--- src/rtl/usb2_ext_in_packetizer.sv ---
// Packs an ext_clk byte stream into bulk IN packets in the endpoint RAM and requests commits.
// Optional USB2_EXT_IN_ZLP_EN: follow a full packet closed by s_last with a zero-length packet.
module usb2_ext_in_packetizer #(
    parameter int unsigned MAX_PKT       = 512,
    parameter int unsigned FLUSH_TIMEOUT = 1024
) (
    input  logic       ext_clk,
    input  logic       reset_n,
    input  logic [7:0] s_data,
    input  logic       s_valid,
    input  logic       s_last,
    output logic       s_ready,
    output logic [8:0] ext_buf_in_addr,
    output logic [7:0] ext_buf_in_data,
    output logic       ext_buf_in_wren,
    input  logic       ext_buf_in_ready,
    output logic       ext_buf_in_commit,
    output logic [9:0] ext_buf_in_commit_len,
    input  logic       ext_buf_in_commit_ack,
    output logic [15:0] pkt_count
);

    localparam int unsigned TW = $clog2(FLUSH_TIMEOUT);
    localparam logic [TW-1:0] TIMER_LAST = TW'(FLUSH_TIMEOUT - 1);
    localparam logic [9:0] CNT_FULL = 10'(MAX_PKT);

    typedef enum logic [2:0] {
        ST_IDLE,
        ST_FILL,
        ST_SETTLE,
        ST_COMMIT,
        ST_ACKWAIT
    } state_e;

    state_e        state_q, state_d;
    logic [9:0]    cnt_q, cnt_d;
    logic [TW-1:0] timer_q, timer_d;
    logic [8:0]    addr_q, addr_d;
    logic [7:0]    data_q, data_d;
    logic          wren_q, wren_d;
    logic [15:0]   pkt_q, pkt_d;
    logic          accept;
    logic          fills;

    assign s_ready = (state_q == ST_FILL) && (cnt_q < CNT_FULL);
    assign accept  = s_valid && s_ready;
    assign fills   = (cnt_q + 10'd1) == CNT_FULL;

`ifdef USB2_EXT_IN_ZLP_EN
    logic zlp_q, zlp_d;
`endif

    always_comb begin
        state_d = state_q;
        cnt_d   = cnt_q;
        timer_d = timer_q;
        addr_d  = addr_q;
        data_d  = data_q;
        wren_d  = 1'b0;
        pkt_d   = pkt_q;
`ifdef USB2_EXT_IN_ZLP_EN
        zlp_d   = zlp_q;
`endif
        case (state_q)
            ST_IDLE: begin
                cnt_d   = '0;
                timer_d = '0;
                if (ext_buf_in_ready) begin
`ifdef USB2_EXT_IN_ZLP_EN
                    // Pending ZLP skips filling and commits with cnt==0.
                    if (zlp_q) begin
                        zlp_d   = 1'b0;
                        state_d = ST_COMMIT;
                    end else begin
                        state_d = ST_FILL;
                    end
`else
                    state_d = ST_FILL;
`endif
                end
            end
            ST_FILL: begin
                if (accept) begin
                    addr_d  = cnt_q[8:0];
                    data_d  = s_data;
                    wren_d  = 1'b1;
                    cnt_d   = cnt_q + 10'd1;
                    timer_d = '0;
                    if (fills || s_last) begin
                        state_d = ST_SETTLE;
                    end
`ifdef USB2_EXT_IN_ZLP_EN
                    if (fills && s_last) begin
                        zlp_d = 1'b1;
                    end
`endif
                end else if (cnt_q != 10'd0) begin
                    if (timer_q == TIMER_LAST) begin
                        state_d = ST_SETTLE;
                    end else begin
                        timer_d = timer_q + 1'b1;
                    end
                end
            end
            ST_SETTLE: state_d = ST_COMMIT;
            ST_COMMIT: begin
                if (ext_buf_in_commit_ack) begin
                    pkt_d   = pkt_q + 16'd1;
                    state_d = ST_ACKWAIT;
                end
            end
            ST_ACKWAIT: begin
                if (!ext_buf_in_commit_ack) begin
                    cnt_d   = '0;
                    state_d = ST_IDLE;
                end
            end
            default: state_d = ST_IDLE;
        endcase
    end

    always_ff @(posedge ext_clk or negedge reset_n) begin
        if (!reset_n) begin
            state_q <= ST_IDLE;
            cnt_q   <= '0;
            timer_q <= '0;
            addr_q  <= '0;
            data_q  <= '0;
            wren_q  <= 1'b0;
            pkt_q   <= '0;
        end else begin
            state_q <= state_d;
            cnt_q   <= cnt_d;
            timer_q <= timer_d;
            addr_q  <= addr_d;
            data_q  <= data_d;
            wren_q  <= wren_d;
            pkt_q   <= pkt_d;
        end
    end

`ifdef USB2_EXT_IN_ZLP_EN
    always_ff @(posedge ext_clk or negedge reset_n) begin
        if (!reset_n) begin
            zlp_q <= 1'b0;
        end else begin
            zlp_q <= zlp_d;
        end
    end
`endif

    assign ext_buf_in_addr       = addr_q;
    assign ext_buf_in_data       = data_q;
    assign ext_buf_in_wren       = wren_q;
    assign ext_buf_in_commit     = (state_q == ST_COMMIT);
    assign ext_buf_in_commit_len = (state_q == ST_COMMIT) ? cnt_q : 10'd0;
    assign pkt_count             = pkt_q;

endmodule

--- config.mk ---
export PLATFORM = sky130hd
export DESIGN_NAME = usb2_ext_in_packetizer
export DESIGN_NICKNAME = d
export VERILOG_FILES = /design/src/rtl/usb2_ext_in_packetizer.sv
export SDC_FILE = /design/constraint.sdc
export NUM_CORES = 1
export LEC_CHECK = 0
export ABC_CLOCK_PERIOD_IN_PS = 2900
export BUFFER_PORTS_ARGS = -buffer_cell sky130_fd_sc_hd__buf_4
export CAP_MARGIN = 20
export CORE_MARGIN = 1
export CORE_UTILIZATION = 54
export CTS_CLUSTER_SIZE = 25
export DETAILED_ROUTE_END_ITERATION = 12
export GPL_TIMING_DRIVEN = 0
export PLACE_DENSITY = 0.79
export SYNTH_ARGS = -nofsm -noshare
export SYNTH_HDL_FRONTEND = slang
export SYNTH_SLANG_ARGS = --single-unit
--- constraint.sdc ---
create_clock -name ext_clk -period 2.9 [get_ports ext_clk]
set_input_delay 0.29 -clock ext_clk [delete_from_list [all_inputs] [get_ports ext_clk]]
set_output_delay 0.29 -clock ext_clk [all_outputs]
set_load 0.05 [all_outputs]
# After elaboration in Yosys (flattened, before gate mapping)
# Cells that the tools add are included.
# totals
register_bits	57
in_bits	14
out_inout_bits	46
word_cells	55
# op_classes
addsub	3
order_cmp	1
eq_ne	14
n_mux	18
reduce_logical	12
# op_table
cell	n
$mux 10	6
$pmux 10 s3	1
$mux 3	7
$add 10x1->10 const B	2
$eq 10x10->1 const B	2
$pmux 10 s2	1
$add 16x1->16 const B	1
$pmux 3 s5	1
$lt 10x10->1 const B	1
$reduce_bool 10->1	1
$ne 3x2->1 const B	3
$eq 3x2->1 const B	2
$ne 2x2->1 const B	3
$reduce_and 3->1	2
$reduce_and 6->1	1
$reduce_and 2->1	2
$eq 3x1->1 const B	1
$eq 3x3->1 const B	1
$logic_not 3->1	1
$ne 3x3->1 const B	1
$reduce_bool 3->1	1
$logic_and 1x1->1	2
$mux 1	2
$ne 2x1->1 const B	1
other kinds (2)	2

# Depth between registers and ports, before layout
# Gate-level depths: netlist of run 1.
# logic_depth
depth_word	6
ltp_mapped	8
ltp_nobuf	7

# Worst setup path after synthesis of run 1
# Ideal clock, no wire load.
# synth_timing
path_kind	register -> register
from	register cnt_q[0]
to	register state_q[0]
setup_ps	125
t_arrival_ps	1928
required_time_ps	2775
path_slack_ps	847
path_stages_with_launch	7
n_path_buf	0
synth_period_minus_slack_ps	2053
cell_sequence	dfrtp_1 -> ha_1 -> nand3_4 -> nor3_4 -> a311oi_1 -> or4_4 -> mux2_4
# synth_between
elab_chain_len	5
elab_cells_between_ends	13
cone_classes	1 x add/sub; 1 x order compare; 4 x eq/ne; 2 x mux; 5 x reduce/logical
# synth_rtl
item	line	rtl
from (decl)	36	logic [9:0] cnt_q, cnt_d;
from (signal assigned)	133	cnt_q <= cnt_d;
$add 10x1->10 or $lt 10x10->1 (tied branches)	47, 45	
$eq 10x10->1 or $logic_and 1x1->1 (tied branches)	47, 45	
$logic_or 1x1->1 or $logic_and 1x1->1 (tied branches)	89, 46	
$ne 3x2->1 (no line) or $mux 3 (tied branches)	n/a	
$reduce_and 6->1 (no line) or $pmux 3 s5 (tied branches)	n/a	
to (signal assigned)	132	state_q <= state_d;
to (decl)	35	state_e state_q, state_d;
# Several ways; a longest one is shown, not always the timed one.
# A chain may end at the register's enable or synchronous reset.

# Final worst setup path of run 1
# Same ends and word-level chain as after synthesis.

==> results.toml, run 1 <==
[run_status]
run_status = "completed"

[setup_path]
cp-end-kind = "register"
setup.worst_path.class = "reg2reg"
critical_path.max_stage_delay_ps = 580
cells_traversed_along_the_worst_timing_path = "ha_1, nand3_4, nor3_4, a311oi_1, or4_4, mux2_4"
critPathRequiredTime_ps = 3120
worst_r2r_path_depth = 6
timing.critical_path.fanout_max = 8
cp.arrival_ps = 2520
cp-start-kind = "register"
critical-path-slowest-cell = "sky130_fd_sc_hd__or4_4"

[floorplanning]
die_y_um = 74.4
fp.dieW_um = 74.4
rows = 25
io_pins = 60
initial_core_util = 0.580
placeableCoreArea_mm2 = 0.00488
floorplan.die_area_mm2 = 0.00554

[drt]
routed-via-count = 2462
ant_nets = 0
route.final.wire_length_um = 6380
route.detailed.wl_per_inst_um = 14.4
drt_drc_violations_left = 0
route.layer.met1.wl_um = 2840
avgViaCountPerCell = 5.56
dr_wl_met3_um = 269
top_routing_layer_in_use = "met4"
first_pass_iters = 4
initial_drc_count = 135
route.met2.wl_um = 3130

[logic_synthesis]
yosysWarningCount = 0
syn-cell-area_mm2 = 0.00283
synth-edff-count = 0
number_of_instances_in_the_synthesized_netlist = 302
synth.area.top_cells = "sky130_fd_sc_hd__dfrtp_1 50%, sky130_fd_sc_hd__nand2_1 9.0%, sky130_fd_sc_hd__xnor2_1 4.3%"
netlist.area_leader.share = 0.504
ys_top_cells_by_count = "68 x sky130_fd_sc_hd__nand2_1, 57 x sky130_fd_sc_hd__dfrtp_1, 20 x sky130_fd_sc_hd__nor2_1, 20 x sky130_fd_sc_hd__o21ai_0, 17 x sky130_fd_sc_hd__and3_1"
yosysUniqueCellTypes = 46
avgSynthCellArea_um2 = 9.38
synthesized_nets = 320
synth-seq-cells = 57
synth_async_sr_flop_share = 1.00
synth-seq-area-share = 0.504
post-synth-top-count-cell = "sky130_fd_sc_hd__nand2_1"
most_used_flip_flop_cell_after_synthesis = "sky130_fd_sc_hd__dfrtp_1"
yosysTopAreaCell = "sky130_fd_sc_hd__dfrtp_1"

[clock_network]
setup_fix_bufs_post_cts = 0
tritoncts_num_sinks = 57
cts-root-buf = "sky130_fd_sc_hd__clkbuf_8"
cts-buffers-inserted = 9
number_of_gates_given_a_new_drive_strength_after_cts = 0
clk_latency_ps = 330
cts-htree-levels = 3
cts_tree = "done"
holdBufCountCts = 0
worst_setup_hold_path_clk_slew_ps = 60
max-clock-path-buffers = 2

[final_layout]
finish.net_count = 390
finalCoreUtilization = 0.732
drive_above_1_share = 0.234
post_layout_instance_count_excluding_filler_cells = 443
flow.area_growth_from_synthesis_pct = 26.2
filler_cell_count = 394
antenna_cells = 0
finish.instance_area_mm2 = 0.00357

[sta]
setup_tns_ps = 0
layout_setup_ws_ps = 596
rsz0062_at_grt = "no"
max_freq_mhz = 434
minimum_hold_slack_ps = 9.95
worst_clock_skew_ps = 6.24
layout_min_cycle_time_ps = 2300
final.period_utilization = 0.794
transition_time_at_the_pin_with_the_least_slew_margin_ps = 706
drv_slew = 0
setup_viol = 0
timing.slew.headroom = 0.530
hold_viol_final = 0

[power_and_ir_drop]
irDropWorstVdd_mv = 0.785
report.power.total_mw = 3.16
power_density_cells_mw_per_mm2 = 885
power_leakage_nw = 1.82

[placement]
gpl_congestion = 0.805
port_buffers = 59
place_area_mm2 = 0.00336
hpwl_um = 4390
worst_slack_after_detailed_placement_ps = 635
place_inst = 428

[worst_hold_path]
hp-class = "in2async"

[job]
maxCapViolations = 0

[global_route]
grt_antenna_before_repair = 0
grt_pass1_wl_um = 10400
grt_max_degree = 58
number_of_global_route_vias_before_repair = 2358
grt.total_usage = 0.253
global_route.overflow_total = 0
[layout by cell type (no fill, tap or decap), types with 9 or more instances in the layout]
cell and n:
sky130_fd_sc_hd__clkbuf_8 13, sky130_fd_sc_hd__o31ai_1 15, sky130_fd_sc_hd__xnor2_1 14, sky130_fd_sc_hd__buf_4 60
sky130_fd_sc_hd__clkbuf_1 9, sky130_fd_sc_hd__dfrtp_1 57, sky130_fd_sc_hd__and3_1 17, sky130_fd_sc_hd__nand3_1 15
sky130_fd_sc_hd__nand2_1 68, sky130_fd_sc_hd__nor2_1 20, sky130_fd_sc_hd__inv_1 9, sky130_fd_sc_hd__o21ai_0 20
[state kept, by name, indices dropped and copies added, names as in the netlist]
signal,cells
pkt_count,16
cnt_q,10
timer_q,10
ext_buf_in_addr,9
ext_buf_in_data,8
state_q,3
ext_buf_in_wren,1
[logic make-up after synthesis]
family / after synthesis / share of synthesized area
AOI/OAI and AO/OA: 50 / 0.117
adders and majority gates: 4 / 0.0177
xor gates and xnor gates: 16 / 0.0495
muxes: 1 / 0.00530
buffers and inverters: 22 / 0.0340
DFF: 57 / 0.504
and+or+nand+nor: 152 / 0.273
[routing by layer]
metal	track usage	vias up
met5	0	-
met4	0.0943	0
met3	0.0691	14
met2	0.433	70
met1	0.305	1189
li1	-	1189
[final timing paths]
check	start	endpoint	slack, ps
setup / recovery	cnt_q[0]	state_q[0]	600
hold / removal	reset_n	timer_q[5]	10
setup reg to reg	cnt_q[0]	state_q[0]	600
hold reg to reg	ext_buf_in_data[1]	ext_buf_in_data[1]	480
max in group asynchronous	reset_n	pkt_count[12]	2430
min in group ext_clk	s_data[7]	ext_buf_in_data[7]	140
[worst max-delay path, delay by kind of cell (launching register included)]
family / cells / cell delay [ps]
flops: 1 / 480
simple gates: 3 / 950
compound gates: 1 / 140
mux: 1 / 310
fa+ha+maj: 1 / 310
[layout make-up]
| type | instances | area (µm²) | share of cell area |
|---|---|---|---|
| Sequential cell | 57 | 1430 | 0.399 |
| Multi-Input combinational cell | 223 | 1310 | 0.366 |
| Clock buffer | 13 | 179 | 0.0501 |
| Clock inverter | 2 | 35.0 | 0.00981 |
| Tap cell | 67 | 83.8 | 0.0235 |
| Buffer | 13 | 62.6 | 0.0175 |
| Inverter | 9 | 33.8 | 0.00946 |
| Timing Repair Buffer | 59 | 443 | 0.124 |
[report_power, final]
part | switching [mW] | internal, mW | total, mW
Clock | 0.307 | 0.484 | 0.791
Sequential | 0.123 | 0.930 | 1.05
Combinational | 0.906 | 0.409 | 1.32
Power figures use the tool's default switching activity.
==> inputs of run 2 (changes only) <==
ABC_AREA = 1   (was default)
ABC_CLOCK_PERIOD_IN_PS = 2100   (was 2900)
CORE_UTILIZATION = 49   (was 54)
PLACE_DENSITY = 0.76   (was 0.79)
clock period = 2.1 ns   (was 2.9 ns; I/O delays follow)
==> results.toml, run 2 <==
[run_status]
run_status = "completed"

[sta]
timing.slew.headroom = 0.534
transition_time_at_the_pin_with_the_least_slew_margin_ps = 700
setup_tns_ps = 0
rsz0062_at_grt = "yes"
hold_viol_final = 0
final.period_utilization = 0.912
layout_setup_ws_ps = 185
max_freq_mhz = 522
layout_min_cycle_time_ps = 1920
drv_slew = 0
setup_viol = 0
worst_clock_skew_ps = 6.52
minimum_hold_slack_ps = 71.3

[final_layout]
drive_above_1_share = 0.213
flow.area_growth_from_synthesis_pct = 27.8
multi_input_comb_area_mm2 = 0.00130
finish.net_count = 445
antenna_cells = 0
finalCoreUtilization = 0.658
largest_register_ff_count = 16
filler_cell_count = 497
layout_commonest_cell = "sky130_fd_sc_hd__nand2_1"
regArea_mm2 = 0.00143
most-common-layout-cells = "122 x sky130_fd_sc_hd__nand2_1, 59 x sky130_fd_sc_hd__buf_4, 57 x sky130_fd_sc_hd__dfrtp_1, 33 x sky130_fd_sc_hd__inv_1, 31 x sky130_fd_sc_hd__nor2_1"

[global_route]
grt_max_degree = 58
grt_antenna_before_repair = 0
grt.total_usage = 0.228
number_of_global_route_vias_before_repair = 2426
met3_usage = 0.0593
grt_pass1_wl_um = 10800
global_route.usage.met1 = 0.297
global_route.overflow_total = 0
grt.met2_usage = 0.351
global_route.peak_usage_layer = "met2"

[clock_network]
tritoncts_num_sinks = 57
cts_tree = "done"
clk_latency_ps = 340
setup_fix_bufs_post_cts = 0
cts-root-buf = "sky130_fd_sc_hd__clkbuf_8"
cts-buffers-inserted = 9
cts-htree-levels = 3
worst_setup_hold_path_clk_slew_ps = 60
max-clock-path-buffers = 2

[drt]
routed-via-count = 2522
initial_drc_count = 162
drt_drc_violations_left = 0
ant_nets = 0
route.detailed.wl_per_inst_um = 12.3
first_pass_iters = 5
avgViaCountPerCell = 5.00
route.final.wire_length_um = 6200

[logic_synthesis]
yosys.area_share.adder = 0.0175
yosys.area_share.simple = 0.317
netlist.area_leader.share = 0.497
synth_compound_area_frac = 0.0567
ys_top_cells_by_count = "122 x sky130_fd_sc_hd__nand2_1, 57 x sky130_fd_sc_hd__dfrtp_1, 34 x sky130_fd_sc_hd__nor2_1"
synth-edff-count = 0
yosysWarningCount = 0
number_of_instances_in_the_synthesized_netlist = 356
mux_cell_area_share_after_synthesis = 0
yosys.area_share.xor_xnor = 0.0550
synth_top_family_by_area = "simple AND/OR/NAND/NOR gates"
syn-cell-area_mm2 = 0.00287
synth-seq-cells = 57
synth-seq-area-share = 0.497
avgSynthCellArea_um2 = 8.06
yosysUniqueCellTypes = 30
synthesized_nets = 374
post-synth-top-count-cell = "sky130_fd_sc_hd__nand2_1"
most_used_flip_flop_cell_after_synthesis = "sky130_fd_sc_hd__dfrtp_1"
yosysTopAreaCell = "sky130_fd_sc_hd__dfrtp_1"
synth_async_sr_flop_share = 1.00
synth.area.top_cells = "sky130_fd_sc_hd__dfrtp_1 50%, sky130_fd_sc_hd__nand2_1 16%, sky130_fd_sc_hd__nor2_1 4.5%"

[floorplanning]
die_y_um = 78.5
floorplan.die_area_mm2 = 0.00616
placeableCoreArea_mm2 = 0.00557
fp.dieW_um = 78.5
rows = 27
io_pins = 60
initial_core_util = 0.514

[worst_hold_path]
hp-class = "in2reg"
hold_path_depth = 3
min_delay_worst_endpoint = "ext_buf_in_data[7]"
hp-start = "s_data[7]"

[power_and_ir_drop]
irDropWorstVdd_mv = 0.794
net_switching_fraction_of_the_power = 0.417
switching_pwr_mw = 1.80
cellInternalPower_mw = 2.52
pwr-share-seq = 0.328
power_leakage_nw = 1.89
power_density_cells_mw_per_mm2 = 1180
report.power.total_mw = 4.31
combinational_share_of_power = 0.391
power.clock.fraction = 0.280

[setup_path]
cp.arrival_ps = 2190
cp-start-kind = "register"
cp-end-kind = "register"
regToRegStartpoint = "state_q[1]"
timing.critical_path.fanout_max = 10
critPathRequiredTime_ps = 2380
worst_r2r_path_depth = 10
setup.worst_path.class = "reg2reg"
end_of_the_worst_register_to_register_path = "timer_q[9]"
rrSetupSlack_ps = 180

[placement]
port_buffers = 59
hpwl_um = 4360
gpl_congestion = 0.901
worst_slack_after_detailed_placement_ps = 143

[job]
maxCapViolations = 0
==> run 2: changes by cell type after synthesis, moves of 3 or more <==
| cell | delta |
|---|---|
| sky130_fd_sc_hd__nand2_1 | +54 |
| sky130_fd_sc_hd__inv_1 | +24 |
| sky130_fd_sc_hd__and3_1 | -16 |
| sky130_fd_sc_hd__o31ai_1 | -15 |
| sky130_fd_sc_hd__nor2_1 | +14 |
| sky130_fd_sc_hd__xor2_1 | +8 |
| sky130_fd_sc_hd__xnor2_1 | -6 |
| sky130_fd_sc_hd__nand3_1 | +5 |
| sky130_fd_sc_hd__a21oi_1 | +4 |
| sky130_fd_sc_hd__nor2b_1 | -4 |
| sky130_fd_sc_hd__clkbuf_1 | -3 |
| sky130_fd_sc_hd__nor2_4 | +3 |
==> run 2: cell type report <==
class,instances,share of cell area
timing repair buffer,60,0.124
sequential,57,0.389
clock inverter,4,0.0201
tap,72,0.0246
multi-input combinational,258,0.354
clock buffer,12,0.0451
inverter,34,0.0348
buffer,7,0.00922
==> run 2: worst max-delay path by stage <==
stage	startpoint	endpoint	slack, ps
6_report	state_q[1]	timer_q[9]	180
5_1_grt	timer_q[0]	timer_q[0]	-8
4_1_cts	timer_q[0]	timer_q[9]	130
3_5_place_dp	timer_q[0]	timer_q[9]	140
3_3_place_gp	timer_q[0]	timer_q[9]	190
2_1_floorplan	timer_q[0]	timer_q[0]	390
==> run 2: cell families after synthesis <==
group                    after synthesis
AND/OR/NAND/NOR                      205
XOR/XNOR                              18
flip-flops                            57
adder cells (fa/ha/maj)                4
AO/OA/AOI/OAI                         31
buffers and inverters                 41
==> run 2: through the flow <==
stage	std cells	area (µm²)
3_3_place_gp	487	3400
6_report	504	3670
5_1_grt	504	3670
4_1_cts	504	3650
2_1_floorplan	356	2870
3_5_place_dp	487	3400
==> run 2: layer usage <==
layer	up-vias	wire length [µm]
met3	12	278
met4	0	121
met1	1183	2850
li1	1274	-
met5	-	0
met2	53	2950
==> run 2: timing repair <==
action | in CTS | in global routing
hold buffers | 1 | 0
endpoints found under the hold margin | 57 | 0
resized for setup | 0 | 5
setup endpoints to repair | 0 | 13
==> run 2: power groups by stage <==
stage	combinational, mW	sequential (mW)	clock [mW]
CTS	1.68	1.41	1.23
finish	1.69	1.42	1.21
global placement	1.65	1.43	0
floorplan	0.771	1.83	0
detailed placement	1.68	1.43	0
global route	1.84	1.44	1.28
==> run 2: critical path, cell delays in order, from the launching register on <==
cell	delay (ps)
sky130_fd_sc_hd__dfrtp_1	430
sky130_fd_sc_hd__inv_1	130
sky130_fd_sc_hd__nand3_4	160
sky130_fd_sc_hd__nor3_4	280
sky130_fd_sc_hd__nor2_2	160
sky130_fd_sc_hd__nand2_1	100
sky130_fd_sc_hd__nand2_1	80
sky130_fd_sc_hd__nor2_4	190
sky130_fd_sc_hd__buf_6	160
sky130_fd_sc_hd__nand3b_1	80
sky130_fd_sc_hd__nand2_1	80
==> inputs of run 3 (changes only) <==
CORE_ASPECT_RATIO = 1.75   (was default)
CORE_UTILIZATION = 39   (was 49)
PLACE_DENSITY = default   (was 0.76)
==> results.toml, run 3 (synthesis gave the netlist of run 2 again) <==
[power_and_ir_drop]
power.clock.fraction = 0.324
pwr-share-seq = 0.311
combinational_share_of_power = 0.366
power_density_cells_mw_per_mm2 = 1230
report.power.total_mw = 4.60
power_leakage_nw = 1.92
switching_pwr_mw = 1.85
cellInternalPower_mw = 2.76
irDropWorstVdd_mv = 0.742
net_switching_fraction_of_the_power = 0.401

[global_route]
global_route.overflow_total = 0
global_route.peak_usage_layer = "met2"
grt_pass1_wl_um = 11900
grt.total_usage = 0.208
met3_usage = 0.0620
global_route.usage.met1 = 0.233
grt_max_degree = 58
grt.met2_usage = 0.344
number_of_global_route_vias_before_repair = 2616
grt_antenna_before_repair = 0

[setup_path]
worst_path_dominant_cell_family = "simple AND/OR/NAND/NOR gates"
critPathRequiredTime_ps = 2310
critical_path.n_buffers_inverters = 1
setup.worst_path.class = "reg2reg"
cp.arrival_ps = 2100
critical_path.max_stage_delay_ps = 400
cp-end-kind = "register"
rrSetupSlack_ps = 210
cells_traversed_along_the_worst_timing_path = "ha_1, nand3_1, nor2_2, nand4_1, nor2_1, nand2_1, nor2_2, nor2_4, buf_6, nand3b_1, nand2_1"
cp-start-kind = "register"
critical-path-slowest-cell = "sky130_fd_sc_hd__dfrtp_1"
timing.critical_path.fanout_max = 10

[sta]
max_freq_mhz = 530
worst_clock_skew_ps = 6.44
drv_slew = 0
setup_tns_ps = 0
layout_min_cycle_time_ps = 1890
hold_viol_final = 0
rsz0062_at_grt = "no"
final.period_utilization = 0.898
timing.slew.headroom = 0.511
transition_time_at_the_pin_with_the_least_slew_margin_ps = 733
setup_viol = 0

[clock_network]
clk_latency_ps = 330
cts-htree-levels = 3
cts-buffers-inserted = 9
tritoncts_num_sinks = 57
worst_setup_hold_path_clk_slew_ps = 50
max-clock-path-buffers = 2
setup_fix_bufs_post_cts = 0
cts_tree = "done"
cts-root-buf = "sky130_fd_sc_hd__clkbuf_16"

[placement]
port_buffers = 59
hpwl_um = 4980
place_area_mm2 = 0.00342
gpl_congestion = 0.825

[floorplanning]
initial_core_util = 0.399
floorplan.die_area_mm2 = 0.00771
io_pins = 60
placeableCoreArea_mm2 = 0.00718
fp.dieW_um = 66.8
rows = 41
die_y_um = 115

[drt]
ant_nets = 0
routed-via-count = 2550
route.final.wire_length_um = 7000
drt_drc_violations_left = 0
initial_drc_count = 134
first_pass_iters = 4
avgViaCountPerCell = 4.92
route.detailed.wl_per_inst_um = 13.5

[final_layout]
finish.net_count = 445
layout_commonest_cell = "sky130_fd_sc_hd__nand2_1"
multi_input_comb_area_mm2 = 0.00128
finish.instance_area_mm2 = 0.00374
regArea_mm2 = 0.00143
antenna_cells = 0
most-common-layout-cells = "122 x sky130_fd_sc_hd__nand2_1, 59 x sky130_fd_sc_hd__buf_4, 57 x sky130_fd_sc_hd__dfrtp_1, 33 x sky130_fd_sc_hd__inv_1, 32 x sky130_fd_sc_hd__nor2_1"
largest_register_ff_count = 16
flow.area_growth_from_synthesis_pct = 30.5
filler_cell_count = 728
drive_above_1_share = 0.204

[job]
maxCapViolations = 0

[worst_hold_path]
hp-class = "in2reg"

[run_status]
run_status = "completed"
run 3: through the flow:
stage / hold WS, ps / util / worst slack (ps) / instances
after global placement: 323 / 0.476 / 151 / 501
after floorplan: -85.6 / - / 385 / 356
after global routing: 77.9 / 0.521 / 4.06 / 518
after detailed placement: 321 / 0.476 / 164 / 501
final: 83.5 / 0.521 / 214 / 518
after CTS: 71.5 / 0.520 / 91.7 / 518
run 3: path summary, 6_finish.rpt:
| check | startpoint | to | cells past startpoint |
|---|---|---|---|
| setup reg to reg | timer_q[0] | timer_q[0] | 11 |
| setup / recovery | timer_q[0] | timer_q[0] | 11 |
| hold reg to reg | ext_buf_in_data[2] | ext_buf_in_data[2] | 2 |
| min in group asynchronous | reset_n | ext_buf_in_addr[6] | 2 |
| max in group asynchronous | reset_n | timer_q[6] | 2 |
| hold / removal | s_data[4] | ext_buf_in_data[4] | 3 |
run 3: per-layer routing:
layer	part of all wire	wire [µm]
met1	0.39	2760
met5	0	0
met2	0.53	3710
met4	0.034	236
met3	0.043	302
run 3: final cells by class:
| cell class | instances | share of cell area |
|---|---|---|
| multi-input cells | 258 | 0.343 |
| flip-flops and latches | 57 | 0.381 |
| well taps | 86 | 0.0288 |
| clock buffers | 14 | 0.0732 |
| plain buffers | 7 | 0.00903 |
| inverters | 34 | 0.0341 |
| repair buffers | 60 | 0.121 |
| clock inverters | 2 | 0.00936 |
run 3: power groups by stage:
| stage | sequential (mW) | combinational [mW] | clock [mW] |
|---|---|---|---|
| global route | 1.45 | 1.82 | 1.56 |
| detailed placement | 1.45 | 1.69 | 0 |
| floorplan | 1.83 | 0.771 | 0 |
| global placement | 1.43 | 1.68 | 0 |
| finish | 1.43 | 1.68 | 1.49 |
| CTS | 1.43 | 1.70 | 1.52 |
run 3: worst reg2reg max path, stage by stage, from the launching register on:
cell	delay [ps]
sky130_fd_sc_hd__dfrtp_1	400
sky130_fd_sc_hd__ha_1	210
sky130_fd_sc_hd__nand3_1	120
sky130_fd_sc_hd__nor2_2	170
sky130_fd_sc_hd__nand4_1	130
sky130_fd_sc_hd__nor2_1	170
sky130_fd_sc_hd__nand2_1	110
sky130_fd_sc_hd__nor2_2	140
sky130_fd_sc_hd__nor2_4	70
sky130_fd_sc_hd__buf_6	140
sky130_fd_sc_hd__nand3b_1	80
sky130_fd_sc_hd__nand2_1	50
run 3: timing repair:
action	in CTS	in global routing
hold buffers	1	0
setup endpoints to repair	0	10
resized for setup	0	2
endpoints found under the hold margin	57	0
